<file path="config.mk">
export PLATFORM = sky130hd
export DESIGN_NAME = cordic_iter_engine
export DESIGN_NICKNAME = d
export VERILOG_FILES = /design/src/rtl/cordic_pkg.sv /design/src/rtl/cordic_iter_stage.sv /design/src/rtl/cordic_iter_engine.sv
export SDC_FILE = /design/constraint.sdc
export NUM_CORES = 1
export LEC_CHECK = 0
export ABC_AREA = 1
export ABC_CLOCK_PERIOD_IN_PS = 3800
export CORE_MARGIN = 4
export CORE_UTILIZATION = 45
export CTS_CLUSTER_DIAMETER = 80
export DETAILED_ROUTE_END_ITERATION = 12
export GPL_ROUTABILITY_DRIVEN = 1
export GPL_TIMING_DRIVEN = 0
export MAX_ROUTING_LAYER = met4
export PLACE_DENSITY_LB_ADDON = 0.25
export REMOVE_ABC_BUFFERS = 1
export SLEW_MARGIN = 20
export SYNTH_ARGS = -nofsm -noshare
export SYNTH_HDL_FRONTEND = slang
export SYNTH_HIERARCHICAL = 1
export SYNTH_SLANG_ARGS = --single-unit
export TNS_END_PERCENT = 100
</file>
<file path="constraint.sdc">
create_clock -name i_clk -period 3.8 [get_ports i_clk]
set_clock_uncertainty 0.15 [all_clocks]
set_input_delay 0.76 -clock i_clk [delete_from_list [all_inputs] [get_ports i_clk]]
set_output_delay 0.76 -clock i_clk [all_outputs]
set_load 0.02 [all_outputs]
</file>
<file path="src/rtl/cordic_pkg.sv">
// Shared definitions for the folded CORDIC engine.
//   state_e    : engine sequencing states
//   mode_e     : i_func decoding (ROT = rotation, anything nonzero = vectoring)
//   calc_pi_2  : round(pi/2 * 2^frac)
//   atan_val   : round(atan(2^-i) * 2^frac), elementary angle of micro-rotation i
//   PI_2       : pi/2 at the default angle format (15 fractional bits)
package cordic_pkg;

  typedef enum logic [1:0] {
    IDLE = 2'd0,
    PRE  = 2'd1,
    ITER = 2'd2,
    DONE = 2'd3
  } state_e;

  typedef enum logic {
    ROT = 1'b0,
    VEC = 1'b1
  } mode_e;

  localparam int ANGLE_FRAC_DEF = 15;

  // Elaboration-time only: callers use these to build constants and tables.
  function automatic int calc_pi_2(input int frac);
    return $rtoi(1.5707963267948966 * (2.0 ** frac) + 0.5);
  endfunction

  function automatic int atan_val(input int i, input int frac);
    return $rtoi($atan(2.0 ** (-i)) * (2.0 ** frac) + 0.5);
  endfunction

  localparam int PI_2 = calc_pi_2(ANGLE_FRAC_DEF);

endpackage

</file>
<file path="src/rtl/cordic_iter_stage.sv">
// One CORDIC micro-rotation, purely combinational. The shift amount and the
// elementary angle arrive at runtime so a single instance serves every
// iteration of the folded engine.
//   x, y, z       : current vector and angle accumulator (signed)
//   shift         : iteration index i (arithmetic right shift amount)
//   atan_i        : elementary angle for this iteration
//   vec           : 1 = vectoring (drive y to 0), 0 = rotation (drive z to 0)
//   x_nxt..z_nxt  : rotated values
module cordic_iter_stage #(
  parameter int DW = 18,
  parameter int SW = 4
) (
  input  logic signed [DW-1:0] x,
  input  logic signed [DW-1:0] y,
  input  logic signed [DW-1:0] z,
  input  logic        [SW-1:0] shift,
  input  logic signed [DW-1:0] atan_i,
  input  logic                 vec,
  output logic signed [DW-1:0] x_nxt,
  output logic signed [DW-1:0] y_nxt,
  output logic signed [DW-1:0] z_nxt
);

  logic signed [DW-1:0] xs, ys;
  logic                 neg;

  assign xs = x >>> shift;
  assign ys = y >>> shift;

  // Rotation follows the sign of the residual angle. In vectoring, x is kept
  // non-negative by the pre-rotation, so when x and y share a sign the vector
  // sits above the axis and must turn clockwise (the same step as a negative
  // residual angle) for y to converge on zero.
  assign neg = vec ? (x[DW-1] ~^ y[DW-1]) : z[DW-1];

  assign x_nxt = neg ? (x + ys) : (x - ys);
  assign y_nxt = neg ? (y - xs) : (y + xs);
  assign z_nxt = neg ? (z + atan_i) : (z - atan_i);

endmodule

</file>
<file path="src/rtl/cordic_iter_engine.sv">
// Folded CORDIC engine: one micro-rotation datapath reused NUM_ITER times per
// operand set, preceded by a quadrant pre-rotation covering the full +/-pi range.
// No gain compensation (outputs carry K ~= 1.64676).
//   i_clk, i_rst          : clock, asynchronous active-high reset
//   i_valid/o_ready       : operand handshake (accepts only in IDLE)
//   i_func, i_x, i_y, i_z : mode (0 rotation, nonzero vectoring) and operands
//   o_valid/i_ready       : result handshake (held in DONE until taken)
//   o_x, o_y, o_z         : registered results
// Accept edge to o_valid = NUM_ITER+1 cycles; initiation interval NUM_ITER+3.
module cordic_iter_engine
  import cordic_pkg::*;
#(
  parameter int NUM_ITER      = 12,
  parameter int FUNC_WIDTH    = 1,
  parameter int DATA_OP_WIDTH = 18,
  parameter int ANGLE_FRAC    = DATA_OP_WIDTH - 3
) (
  input  logic                     i_clk,
  input  logic                     i_rst,
  input  logic                     i_valid,
  output logic                     o_ready,
  input  logic [FUNC_WIDTH-1:0]    i_func,
  input  logic [DATA_OP_WIDTH-1:0] i_x,
  input  logic [DATA_OP_WIDTH-1:0] i_y,
  input  logic [DATA_OP_WIDTH-1:0] i_z,
  output logic                     o_valid,
  input  logic                     i_ready,
  output logic [DATA_OP_WIDTH-1:0] o_x,
  output logic [DATA_OP_WIDTH-1:0] o_y,
  output logic [DATA_OP_WIDTH-1:0] o_z
);

  localparam int DW = DATA_OP_WIDTH;
  localparam int CW = (NUM_ITER > 1) ? $clog2(NUM_ITER) : 1;
  localparam logic signed [DW-1:0] PI2 = DW'(calc_pi_2(ANGLE_FRAC));

  state_e                 state, state_nxt;
  logic [CW-1:0]          cnt;
  logic [FUNC_WIDTH-1:0]  func_q;
  logic signed [DW-1:0]   x_q, y_q, z_q;
  logic signed [DW-1:0]   px, py, pz;
  logic signed [DW-1:0]   x_nxt, y_nxt, z_nxt;
  logic signed [DW-1:0]   atan_tab [2**CW];
  logic                   is_vec, is_last;

  // Elementary angles, padded to a power of two so any counter value indexes.
  for (genvar g = 0; g < 2**CW; g++) begin : g_atan
    if (g < NUM_ITER) begin : g_val
      assign atan_tab[g] = DW'(atan_val(g, ANGLE_FRAC));
    end else begin : g_pad
      assign atan_tab[g] = '0;
    end
  end

  assign is_vec  = (func_q != FUNC_WIDTH'(ROT));
  assign is_last = (cnt == CW'(NUM_ITER - 1));

  cordic_iter_stage #(.DW(DW), .SW(CW)) u_stage (
    .x      (x_q),
    .y      (y_q),
    .z      (z_q),
    .shift  (cnt),
    .atan_i (atan_tab[cnt]),
    .vec    (is_vec),
    .x_nxt  (x_nxt),
    .y_nxt  (y_nxt),
    .z_nxt  (z_nxt)
  );

  // Quadrant pre-rotation by +/-pi/2 so the iterations only ever see
  // angles inside the CORDIC convergence range.
  always_comb begin
    px = x_q;
    py = y_q;
    pz = z_q;
    if (!is_vec) begin
      if (z_q > PI2) begin
        px = -y_q; py = x_q;  pz = z_q - PI2;
      end else if (z_q < -PI2) begin
        px = y_q;  py = -x_q; pz = z_q + PI2;
      end
    end else if (x_q[DW-1]) begin
      if (!y_q[DW-1]) begin
        px = y_q;  py = -x_q; pz = z_q + PI2;
      end else begin
        px = -y_q; py = x_q;  pz = z_q - PI2;
      end
    end
  end

  always_ff @(posedge i_clk or posedge i_rst) begin
    if (i_rst) state <= IDLE;
    else       state <= state_nxt;
  end

  always_comb begin
    state_nxt = state;
    o_ready   = 1'b0;
    o_valid   = 1'b0;
    case (state)
      IDLE: begin
        o_ready = 1'b1;
        if (i_valid) state_nxt = PRE;
      end
      PRE:  state_nxt = ITER;
      ITER: if (is_last) state_nxt = DONE;
      DONE: begin
        o_valid = 1'b1;
        if (i_ready) state_nxt = IDLE;
      end
      default: state_nxt = IDLE;
    endcase
  end

  always_ff @(posedge i_clk or posedge i_rst) begin
    if (i_rst) begin
      cnt    <= '0;
      func_q <= '0;
      x_q    <= '0;
      y_q    <= '0;
      z_q    <= '0;
      o_x    <= '0;
      o_y    <= '0;
      o_z    <= '0;
    end else begin
      case (state)
        IDLE: if (i_valid) begin
          func_q <= i_func;
          x_q    <= $signed(i_x);
          y_q    <= $signed(i_y);
          z_q    <= $signed(i_z);
        end
        PRE: begin
          x_q <= px;
          y_q <= py;
          z_q <= pz;
          cnt <= '0;
        end
        ITER: begin
          x_q <= x_nxt;
          y_q <= y_nxt;
          z_q <= z_nxt;
          cnt <= is_last ? '0 : cnt + CW'(1);
          if (is_last) begin
            o_x <= x_nxt;
            o_y <= y_nxt;
            o_z <= z_nxt;
          end
        end
        default: ;
      endcase
    end
  end

endmodule

</file>
==> results.md <==
- FP Rows: 63
- Final worst setup slack: -0.452 ns
- Area growth from synthesis to layout: 36.0%
- Congestion Overflow GR: 0
- RePlAce Congestion: 0.962
- Vias per cell: ~5.7
- Async set or reset register ratio after synthesis: 100%
- Final period util: 112%
- Clock transition at the registers of the reported paths: 0.06 ns
- Count of cell types in the netlist: 56
- Fin nets: ~2500
- Setup crit end: o_z[17]$_DFFE_PP0P_
- Hold crit path type: flop to flop
- Syn avg cell area: ~6.3 um^2
- Clock Tree Buf Depth: 2
- Multiplexer area fraction after synthesis: between 4 and 5%
- Vias in the first global route: 14800
- Initial Util: a little under half
- H-tree levels: 4
- Post-route ant nets: 0
- CP arrival: roughly 4.4 ns
- Placed cell areas: 15200 um^2
- Req. time, crit path: roughly 4.0 ns
- Primary FF master, synth: dfrtp_1
- Die Y: ~180 um
- Mapped Area: between 10000 and 15000 um^2
- FMAX: about 0.24 GHz
- Main combinational cell family by area after synthesis: simple AND/OR/NAND/NOR gates
- Starting DRT DRC Count: between 1500 and 2000
- Crit end category: flop
- N_diodes: 0
- #FFs+latches synth: roughly 120
- Top-area cell type share of the netlist area: 20.8%
- Violations in the final reports: setup timing
- Post-synth top area cell: dfrtp_1
- Largest cells by area after synthesis: dfrtp_1, nand2_1, nand3_1, ha_1, nor2_1
- Synth Area in Simple Gates: a little over two fifths
- Final setup viols: 46
- Die Width: around 180 um
- Antenna violations before repair: 0
- CTS tree: yes
- Max-slew violations: 0
- Hpwl dp: 33800 um
- Max-Cap Viols: 0
- Buffers on Ports: between 100 and 150
- Synth warn: 6
- Xor/xnor share of the synthesized area: 7.46%
- Clock root cell: clkbuf_16
- CP startpoint kind: flop
- Commonest non-fill, non-tap cell in the layout: nand2_1
- Footprint of the multi-input gates: between 10000 and 15000 um^2
- Storage cell area: between 2000 and 3000 um^2
- Aggregate routed wire length: approximately 55000 um
- Wire per inst: slightly below 20 um
- Worst Path Max Fanout: 6
- Hold Buf Count CTS: 0
- Adder-cell share of the synthesized area: between 7 and 8%
- Setup TNS: -7.44 ns
- Worst skew pair latency: between 0.4 and 0.5 ns
- Reg-to-reg startpoint: cnt[0]$_DFFE_PP0N_
- Post-synth EDFFs: 0
- Post-synthesis compound-gate area fraction: a little under a tenth
- GRT Util Overall: 30.9%
- Global-route wire length before repair: approximately 80000 um
- Vias: 16100
- Final Hold Viols: 0
- Post-Syn Instances: 2214
- Setup WS pre-CTS: -2.18 ns
- Slew @ Worst Pin: ~0.9 ns
- Die Footprint: approximately 34000 um^2
- Launch point of the worst path: cnt[0]$_DFFE_PP0N_
- Largest net degree at the start of global routing: 66
- Remaining DRCs: 0
- R2R depth: 22
- Sequential area share after synthesis: between 20% and 30%
- RR Endpoint: o_z[17]$_DFFE_PP0P_
- TritonRoute pass-1 iters: 7
- Max-slew headroom: about two fifths
- Count of boundary I/O pins: between 100 and 150
- CP Class: flop to flop
- Core area: roughly 30000 um^2
- Status: finished, violations left
- Clock period minus worst slack: roughly 4.3 ns
- Final Instance Area: roughly 19000 um^2
- Clk sink count: around 120
- CTS buffer count: 17
- R2R setup slack: -0.45 ns
- # fillers: 2690
- RSZ-0062 raised after global routing: true
- Layout cells sized above 1: 25.6%
- Highest-count cells in the layout ignoring fill and taps: nand2_1, nand3_1, nor2_1, inv_1, buf_4
how the worst min path moves through the flow:
stage / startpoint / depth (start not counted) / slack (ns) / to
3_3_place_gp: o_z[13]$_DFFE_PP0P_ / 1 / 0.34 / o_z[13]$_DFFE_PP0P_
4_1_cts: o_y[2]$_DFFE_PP0P_ / 1 / 0.36 / o_y[2]$_DFFE_PP0P_
2_1_floorplan: state[1]$_DFFE_PP0P_ / 2 / 0.35 / state[1]$_DFFE_PP0P_
5_1_grt: o_y[2]$_DFFE_PP0P_ / 1 / 0.37 / o_y[2]$_DFFE_PP0P_
6_report: o_z[12]$_DFFE_PP0P_ / 1 / 0.35 / o_z[12]$_DFFE_PP0P_
3_5_place_dp: o_z[14]$_DFFE_PP0P_ / 1 / 0.34 / o_z[14]$_DFFE_PP0P_
cell type report:
type | instances | share of cell area (%)
tap | 390 | 2.59
clock buffer | 18 | 2.28
inverter | 164 | 3.72
clock inverter | 14 | 0.870
sequential | 115 | 15.4
timing repair inverter | 4 | 0.266
timing repair buffer | 265 | 13.5
multi-input combinational | 1839 | 61.4
synth_stat cells, types with 3 or more instances:
cell	n
nand4_1	12
mux2_2	54
nand2_4	5
a211oi_1	3
o31ai_1	6
nor2_1	227
nand3_1	302
buf_4	15
xor2_1	97
o21ai_0	61
o2111ai_1	4
fa_1	3
nand3_2	16
xnor2_1	21
inv_2	12
o211ai_1	4
nor2_4	8
dfrtp_1	115
buf_6	12
o21ai_2	4
buf_2	33
clkbuf_1	31
nor3_1	17
a21oi_1	124
o21ai_1	9
buf_1	8
nand2_2	27
ha_1	74
a31oi_1	6
nand2_1	714
or2_2	3
nor2_2	5
nand3b_1	5
inv_1	148
state kept, by name, indices dropped and copies added (netlist names):
register / cells
cnt: 4
func_q: 1
o_x: 18
o_y: 18
o_z: 18
state: 2
x_q: 18
y_q: 18
z_q: 18
what timing repair did:
action,CTS,global route
buffers inserted,96,49
gates cloned,4,1
endpoints found under the hold margin,0,0
gates resized for setup,259,178
setup endpoints to repair,102,73
pin swaps,101,122
metal layers:
layer,wire (um),track usage (%)
met2,23800,45.1
met3,4840,4.53
met1,23300,42.9
met5,0,-
met4,2760,13.1
through the flow:
stage                     hold slack, ns  utilization (%)  instances
after global routing               0.371             62.7       2809
after global placement             0.338             49.7       2622
after CTS                          0.355             58.8       2762
final                              0.352             62.7       2809
after detailed placement           0.343             50.5       2630
after floorplan                    0.353                -       2118
cell families (layout without fill, tap and decap cells):
| kind of cell | after synthesis | after routing |
|---|---|---|
| adders and majority gates | 77 | 77 |
| and+or+nand+nor | 1348 | 1348 |
| other | 1 | 6 |
| buffers and inverters | 265 | 465 |
| AOI/OAI and AO/OA | 235 | 235 |
| DFF | 115 | 115 |
| xor gates and xnor gates | 118 | 118 |
| muxes | 55 | 55 |
worst max-delay path, cell delays in order (launching register included):
cell and delay (ns):
dfrtp_2 0.42, buf_12 0.16, inv_8 0.04, ha_4 0.17, ha_4 0.29, nor2_4 0.04
inv_2 0.08, ha_4 0.15, nand2_4 0.06, nor3_4 0.24, inv_2 0.10, o21ai_0 0.22
xnor2_1 0.14, ha_1 0.53, nand2_1 0.17, nor2_4 0.18, nand2_2 0.09, nor2_1 0.12
nand2_1 0.06, o211ai_1 0.16, xnor2_2 0.15, buf_4 0.16, mux2_2 0.25
Power is left out: the tool's default activity adds up to more than one toggle a clock period on the data nets, which glitch-free logic cannot reach.
